===== src/rtl/parking_control.sv =====
// rtl/parking_control.sv - gate/hour-key/rush-hour command pulse generator for the parking-lot datapath
// Optional build macro PARKING_CONTROL_FULL_GUARD_EN: suppress enter when full and exit when empty.
module parking_control #(
  parameter int CAPACITY  = 3,
  parameter int DAY_HOURS = 8
) (
  input  logic       clock,
  input  logic       reset,
  input  logic       sensor_a,
  input  logic       sensor_b,
  input  logic       hour_key,
  input  logic [3:0] count,
  input  logic [3:0] hour,
  output logic       enter,
  output logic       exit,
  output logic       hour_inc,
  output logic       start_rush,
  output logic       end_rush,
  output logic       no_rush,
  output logic       day_done
);

  localparam logic [3:0] CAP = 4'(CAPACITY);
  localparam logic [3:0] DAY = 4'(DAY_HOURS);

  typedef enum logic [2:0] {
    G_IDLE, G_IN1, G_IN2, G_IN3, G_OUT1, G_OUT2, G_OUT3
  } gate_e;

  typedef enum logic [1:0] {
    R_WAIT, R_RUSH, R_DONE, R_NONE
  } rush_e;

  // Bit order in both sync stages: {sensor_a, sensor_b, hour_key}.
  logic [2:0] meta_q, meta_d;
  logic [2:0] sync_q, sync_d;
  logic       k_prev_q, k_prev_d;
  gate_e      gate_q, gate_d;
  rush_e      rush_q, rush_d;
  logic       enter_q, enter_d;
  logic       exit_q, exit_d;
  logic       hour_inc_q, hour_inc_d;
  logic       start_rush_q, start_rush_d;
  logic       end_rush_q, end_rush_d;
  logic       no_rush_q, no_rush_d;
  logic       day_done_q, day_done_d;

  logic [1:0] ab;
  logic       k;
  logic       enter_ok;
  logic       exit_ok;
  logic       day_over;

  assign ab       = sync_q[2:1];
  assign k        = sync_q[0];
  assign day_over = (hour >= DAY);

`ifdef PARKING_CONTROL_FULL_GUARD_EN
  assign enter_ok = (count != CAP);
  assign exit_ok  = (count != 4'd0);
`else
  assign enter_ok = 1'b1;
  assign exit_ok  = 1'b1;
`endif

  always_ff @(posedge clock or negedge reset) begin
    if (!reset) begin
      meta_q       <= 3'b000;
      sync_q       <= 3'b000;
      k_prev_q     <= 1'b0;
      gate_q       <= G_IDLE;
      rush_q       <= R_WAIT;
      enter_q      <= 1'b0;
      exit_q       <= 1'b0;
      hour_inc_q   <= 1'b0;
      start_rush_q <= 1'b0;
      end_rush_q   <= 1'b0;
      no_rush_q    <= 1'b0;
      day_done_q   <= 1'b0;
    end else begin
      meta_q       <= meta_d;
      sync_q       <= sync_d;
      k_prev_q     <= k_prev_d;
      gate_q       <= gate_d;
      rush_q       <= rush_d;
      enter_q      <= enter_d;
      exit_q       <= exit_d;
      hour_inc_q   <= hour_inc_d;
      start_rush_q <= start_rush_d;
      end_rush_q   <= end_rush_d;
      no_rush_q    <= no_rush_d;
      day_done_q   <= day_done_d;
    end
  end

  always_comb begin
    meta_d     = {sensor_a, sensor_b, hour_key};
    sync_d     = meta_q;
    k_prev_d   = k;
    hour_inc_d = k && !k_prev_q && !day_over;
    day_done_d = day_over;
  end

  // Gate FSM: a car must walk the full a -> ab -> b (or reverse) pattern to count.
  always_comb begin
    gate_d  = gate_q;
    enter_d = 1'b0;
    exit_d  = 1'b0;
    case (gate_q)
      G_IDLE: begin
        if (ab == 2'b10)      gate_d = G_IN1;
        else if (ab == 2'b01) gate_d = G_OUT1;
      end
      G_IN1: begin
        if (ab == 2'b11)      gate_d = G_IN2;
        else if (ab == 2'b00) gate_d = G_IDLE;
      end
      G_IN2: begin
        if (ab == 2'b01)      gate_d = G_IN3;
        else if (ab == 2'b10) gate_d = G_IN1;
      end
      G_IN3: begin
        if (ab == 2'b00) begin
          gate_d  = G_IDLE;
          enter_d = enter_ok;
        end else if (ab == 2'b11) begin
          gate_d = G_IN2;
        end
      end
      G_OUT1: begin
        if (ab == 2'b11)      gate_d = G_OUT2;
        else if (ab == 2'b00) gate_d = G_IDLE;
      end
      G_OUT2: begin
        if (ab == 2'b10)      gate_d = G_OUT3;
        else if (ab == 2'b01) gate_d = G_OUT1;
      end
      G_OUT3: begin
        if (ab == 2'b00) begin
          gate_d = G_IDLE;
          exit_d = exit_ok;
        end else if (ab == 2'b11) begin
          gate_d = G_OUT2;
        end
      end
      default: gate_d = G_IDLE;
    endcase
  end

  // End of day wins over any pending fill/empty transition.
  always_comb begin
    rush_d       = rush_q;
    start_rush_d = 1'b0;
    end_rush_d   = 1'b0;
    no_rush_d    = 1'b0;
    case (rush_q)
      R_WAIT: begin
        if (day_over) begin
          rush_d    = R_NONE;
          no_rush_d = 1'b1;
        end else if (count == CAP) begin
          rush_d       = R_RUSH;
          start_rush_d = 1'b1;
        end
      end
      R_RUSH: begin
        if (day_over) begin
          rush_d    = R_NONE;
          no_rush_d = 1'b1;
        end else if (count == 4'd0) begin
          rush_d     = R_DONE;
          end_rush_d = 1'b1;
        end
      end
      default: rush_d = rush_q;
    endcase
  end

  assign enter      = enter_q;
  assign exit       = exit_q;
  assign hour_inc   = hour_inc_q;
  assign start_rush = start_rush_q;
  assign end_rush   = end_rush_q;
  assign no_rush    = no_rush_q;
  assign day_done   = day_done_q;

endmodule


===== config.mk =====
export PLATFORM = sky130hd
export DESIGN_NAME = parking_control
export DESIGN_NICKNAME = d
export VERILOG_FILES = /design/src/rtl/parking_control.sv
export SDC_FILE = /design/constraint.sdc
export NUM_CORES = 1
export LEC_CHECK = 0
export ABC_AREA = 0
export CAP_MARGIN = 10
export CELL_PAD_IN_SITES_DETAIL_PLACEMENT = 1
export CELL_PAD_IN_SITES_GLOBAL_PLACEMENT = 2
export CORE_MARGIN = 8
export CORE_UTILIZATION = 32
export CTS_BUF_LIST = sky130_fd_sc_hd__clkbuf_8
export DETAILED_ROUTE_END_ITERATION = 6
export DONT_BUFFER_PORTS = 1
export PLACE_DENSITY = 0.61
export SLEW_MARGIN = 0
export SYNTH_ARGS = -nofsm -noshare
export SYNTH_HDL_FRONTEND = slang
export SYNTH_SLANG_ARGS = --single-unit

===== constraint.sdc =====
create_clock -name clock -period 3 [get_ports clock]
set_clock_uncertainty 0.2 [all_clocks]
set_input_delay 0.3 -clock clock [delete_from_list [all_inputs] [get_ports clock]]
set_output_delay 0.3 -clock clock [all_outputs]
set_load 0.01 [all_outputs]

# Word level (Yosys, flattened, before mapping)

Cells that the tools add are included.

Order comparisons: 1
Eq/ne operators: 16
Muxes and demuxes: 29
Reduce and logical (&&, ||, !) cells: 12

Operator list:

| operator                                                              | count |
|---|---|
| 3-bit two-way mux                                                     | 12 |
| 3-bit case mux with 7 select lines                                    | 1 |
| 3-bit != test, second input constant                                  | 5 |
| 1-bit two-way mux                                                     | 11 |
| 3-bit equality test, second input constant                            | 3 |
| 2-bit two-way mux                                                     | 4 |
| 3-bit by 2-bit equality test with 1-bit output, second input constant | 2 |
| 3-bit AND reduction                                                   | 2 |
| 2-bit by 1-bit equality test with 1-bit output, second input constant | 2 |
| 2-bit equality test, second input constant                            | 2 |
| 4-bit by 2-bit equality test with 1-bit output, second input constant | 1 |
| 4-bit >= comparator, second input constant                            | 1 |
| 2-bit logical NOT                                                     | 2 |
| 4-bit logical NOT                                                     | 1 |
| 2-bit case mux with 2 select lines                                    | 1 |
| 3-bit by 1-bit equality test with 1-bit output, second input constant | 1 |
| 3-bit logical NOT                                                     | 1 |
| 1-bit logical AND                                                     | 2 |
| 1-bit logical NOT                                                     | 2 |
| 2-bit nonzero test                                                    | 1 |
| 2-bit OR reduction                                                    | 1 |

Bits in registers: 19
Bits of input ports: 13
Output and inout port bits: 7
Word-level logic and storage cells: 70

# Logic depth before layout (Yosys ltp)

Word-level depth: 4
Depth in mapped cells: 6
Depth with buffers taken out: 6

# Worst setup path after synthesis

No wires, ideal clock.

Path kind: register to register
From: register sync_q[1]
To: register gate_q[1]
Setup time: 121 ps
Data arrival time: 1280 ps
Setup slack: 1399 ps
Stages on the path, launching flop included: 6
Period minus slack after synthesis: 1601 ps
Path through: dfrtp_1 inv_1 ha_1 xnor2_1 o221ai_1 a22o_1

Longest elaborated chain between the ends: 4
Elaborated cells on any way between the ends: 18

RTL lines:

| what                                                                                       | RTL line | source |
|---|---|---|
| from (decl)                                                                                | 36       | `logic [2:0] sync_q, sync_d;` |
| from (signal assigned)                                                                     | 82       | `sync_q <= sync_d;` |
| 2-bit by 1-bit equality test with 1-bit output / 2-bit logical NOT (equally long branches) | -        |  |
| 3-bit two-way mux                                                                          | -        |  |
| 3-bit two-way mux (on tied branches)                                                       | -        |  |
| 3-bit case mux with 7 select lines                                                         | 109      | `case (gate_q)` |
| to (signal assigned)                                                                       | 84       | `gate_q <= gate_d;` |
| to (decl)                                                                                  | 38       | `gate_e gate_q, gate_d;` |

Several ways; a longest one is shown, not always the timed one.
A chain may end at the register's enable or synchronous reset.

# Worst setup path after layout

Same ends and word-level chain as after synthesis.

==> results list <==
* Post-detailed-route wirelength per cell: 14.8 µm
* Area contributors post-synth: sky130_fd_sc_hd__dfrtp_1 56%, sky130_fd_sc_hd__ha_1 7.4%, sky130_fd_sc_hd__nor2_1 3.1%
- Cell taking the most area after synthesis: sky130_fd_sc_hd__dfrtp_1
- Placer Congestion: 0.730
- Die Span X: 67.4 µm
- Setup violations remaining at the end of the flow were counted as 0.
- Unrepaired setup endpoints after global routing: false
* Share of async-settable or async-resettable flops after synthesis: 1.00
- Along the worst hold path, the cell count comes to 1.
* RR Endpoint: gate_q[1]$_DFFE_PN0P_
- Pleak: 0.439 nW
- Vias in the first global route: 612
- Worst R2R Path Depth: 5
* Final count of hold timing violations: 0
- The detailed router finished its first iteration with 11 violations.
- Buffers inserted during clock tree synthesis total 3.
- IR analysis of the VDD net gives a maximum drop of 343 µV.
* Detailed-route DRC error count: 0
- The share of total power dissipated in sequential elements is 0.517.
- Worst rel slew slack: 0.457
- Startpoint class of the critical path: register
- Measured along the y axis, the die boundary spans 67.4 µm.
* Comb pwr share: 0.217
- Summing over every cut layer, the via total after detailed routing is 565.
* FF+latch count, synth: 19
- For this run, the total global-route usage over all layers was measured as 0.0808.
- Dividing the detail-routed via count by the number of cells gives 5.09.
* H-tree depth: 1
- STA puts the critical path data required time at 2940 ps.
- Largest buffer count on any clock path: 2
* Synth unique cells: 30
- Final critical-path setup slack: 1230 ps
- Entering global routing, the biggest net connects 20 pins.
- Clock-pin slew was measured on the worst setup and hold paths at 70 ps.
* Starting utilization of the core area: 0.338
- The share of synthesized area in the top cell type comes to 0.563.
* Wire length reported by the detailed router: 1640 µm
- For flop-to-flop paths, the worst setup slack is 1230 ps.
- Final Max Slew Viols: 0
* Post-synthesis instance area: 845 µm²
- Clock group share of total power: 0.266
- Area enclosed by the die boundary: 0.00454 mm²
- After layout, the minimum clock period comes to 1770 ps.
- In this run the worst hold path is classified as in -> reg.
- Nets@finish: 100
- The worst setup path is of the reg -> reg kind.
- # port buffers: 0
* Final total negative setup slack: 0 ps
- Count of standard-cell rows: 18
* Core region area: 0.00250 mm²
- At the later pin of the worst-skew pair, clock insertion delay measures 250 ps.
- Total Power Consumption: 0.642 mW
- Across the run, the number of max-cap violations was 0.
* Wire length of the first global-routing pass: 2790 µm
- Pin placement for this block handled 20 I/O pins.
- Buffer count from post-CTS setup fixing: 0
* Power dissipated by switching net loads: 0.195 mW
- Timing-limited maximum frequency: 565 MHz
* Type of element capturing the critical path: register
- Post-place setup slack: 1230 ps
* Proportion of synthesized chip area in sequential cells: 0.563
- The repair_antennas step left the layout with diodes totalling 0.
* Number of optimization iterations in the first detailed-route pass: 2
- TritonCTS clock tree: done
- Clock root buffer master: sky130_fd_sc_hd__clkbuf_8
* Crit path arrival time: 1710 ps
- Final HPWL DP: 1240 µm
- Startpoint of the most critical hold path: count[0]
* Layout Area Growth over Synthesis: 14.8%
- Switching share of power: 0.304
- Internal power comes to 0.447 mW.
* R2r startpoint: sync_q[1]$_DFF_PN0_
- Pin slew with the least headroom to its limit: 811 ps
* Share of layout cells above drive strength 1: 0.0617
* Remaining global-route overflow: 0
- Number of flops mapped to enable cells by yosys: 0
- Synthesis produced a netlist with a net count of 93.
- The number of gates resized after CTS was 0.
- Critical path fanouts, max: 4
* Dominant register cell in the synthesized netlist: sky130_fd_sc_hd__dfrtp_1
* Gate count of the mapped netlist: 75
- In the layout the commonest cells are 19 x sky130_fd_sc_hd__dfrtp_1, 7 x sky130_fd_sc_hd__nor2_1, 6 x sky130_fd_sc_hd__dlygate4sd3_1.
* Run status: completed
- Average cell area after synthesis: 11.3 µm²
* Period Utilization, post-route: 0.590
- The library cell used most frequently in the layout, excluding fill and tap cells, is sky130_fd_sc_hd__dfrtp_1.
- For hold timing, the worst endpoint is start_rush$_DFF_PN0_.
* Number of antenna violations at the first check in global routing: 0
- Antenna viol nets, final: 0
* Cell Pwr Density: 662 mW/mm²
* Clock sink count: 19
- The Yosys step of the flow raised 0 warnings.
-- metrics by stage --
stage	cells	utilization	hold slack, ps	instance area [µm²]
final	111	0.388	11.2	970
after global routing	111	0.388	9.66	970
after CTS	110	0.384	2.38	960
after detailed placement	101	0.345	-195	863
after global placement	101	0.345	-195	863
after floorplan	75	-	-196	845
-- worst max-delay path, stage by stage (launching register included) --
cell and delay [ps]:
sky130_fd_sc_hd__dfrtp_1 380, sky130_fd_sc_hd__inv_1 90, sky130_fd_sc_hd__ha_1 380, sky130_fd_sc_hd__xnor2_1 220
sky130_fd_sc_hd__o221ai_1 130, sky130_fd_sc_hd__a22o_1 260
-- power groups by stage --
stage / clock network [mW] / logic, mW / registers [mW]
6_report: 0.170 / 0.139 / 0.332
5_1_grt: 0.189 / 0.157 / 0.339
4_1_cts: 0.179 / 0.141 / 0.333
3_5_place_dp: 0 / 0.129 / 0.338
3_3_place_gp: 0 / 0.129 / 0.340
2_1_floorplan: 0 / 0.154 / 0.293
-- registers in the layout, indices dropped and copies added, names as in the netlist --
| signal | cells |
|---|---|
| start_rush | 1 |
| gate_q | 3 |
| k_prev_q | 1 |
| meta_q | 3 |
| exit | 1 |
| day_done | 1 |
| no_rush | 1 |
| hour_inc | 1 |
| rush_q | 2 |
| end_rush | 1 |
| sync_q | 3 |
| enter | 1 |
-- area by class of cell --
type                       count  area (µm²)
tap                           30        37.5
timing repair buffer           6        60.1
clock buffer                   3        41.3
clock inverter                 1        5.00
sequential                    19         475
fill                         276        1530
inverter                       5        18.8
multi-input combinational     47         332
-- cells by family (layout without fill, tap and decap cells) --
logic type / count (synthesis) / in the layout / synth area share
and+or+nand+nor: 24 / 24 / 0.153
DFF: 19 / 19 / 0.563
AOI/OAI and AO/OA: 15 / 15 / 0.132
buffers and inverters: 9 / 15 / 0.0444
adders and majority gates: 5 / 5 / 0.0741
muxes: 2 / 2 / 0.0237
xor gates and xnor gates: 1 / 1 / 0.0104
-- worst max-delay path by stage --
stage | start | endpoint | cells past startpoint | slack, ps
finish | sync_q[1]$_DFF_PN0_ | gate_q[1]$_DFFE_PN0P_ | 5 | 1230
global placement | sync_q[1]$_DFF_PN0_ | gate_q[1]$_DFFE_PN0P_ | 5 | 1270
global route | sync_q[1]$_DFF_PN0_ | gate_q[1]$_DFFE_PN0P_ | 5 | 1100
CTS | sync_q[1]$_DFF_PN0_ | gate_q[1]$_DFFE_PN0P_ | 5 | 1220
detailed placement | sync_q[1]$_DFF_PN0_ | gate_q[1]$_DFFE_PN0P_ | 5 | 1230
floorplan | sync_q[1]$_DFF_PN0_ | gate_q[1]$_DFFE_PN0P_ | 5 | 1400
-- Yosys cell counts (2+ instances only) --
master,n
sky130_fd_sc_hd__ha_1,5
sky130_fd_sc_hd__mux2i_1,2
sky130_fd_sc_hd__dfrtp_1,19
sky130_fd_sc_hd__and3_1,3
sky130_fd_sc_hd__a21oi_1,2
sky130_fd_sc_hd__nor2_1,7
sky130_fd_sc_hd__buf_2,3
sky130_fd_sc_hd__inv_1,5
sky130_fd_sc_hd__nor3b_1,2
sky130_fd_sc_hd__a32oi_1,2
sky130_fd_sc_hd__o21ai_0,2
sky130_fd_sc_hd__nand2_1,4
sky130_fd_sc_hd__nor3_1,2
-- per-layer routing --
metal | vias to the layer above | global-route usage | part of all wire
li1 | 272 | - | -
met1 | 285 | 0.0833 | 0.39
met2 | 6 | 0.135 | 0.54
met3 | 2 | 0.0298 | 0.056
met4 | 0 | 0.0548 | 0.014
met5 | - | 0 | 0
-- what timing repair did --
item | CTS | global route
hold buffers | 5 | 1
setup endpoints to repair | 0 | 0
endpoints found under the hold margin | 27 | 1
No activity file was read; power rests on OpenSTA's default activity.
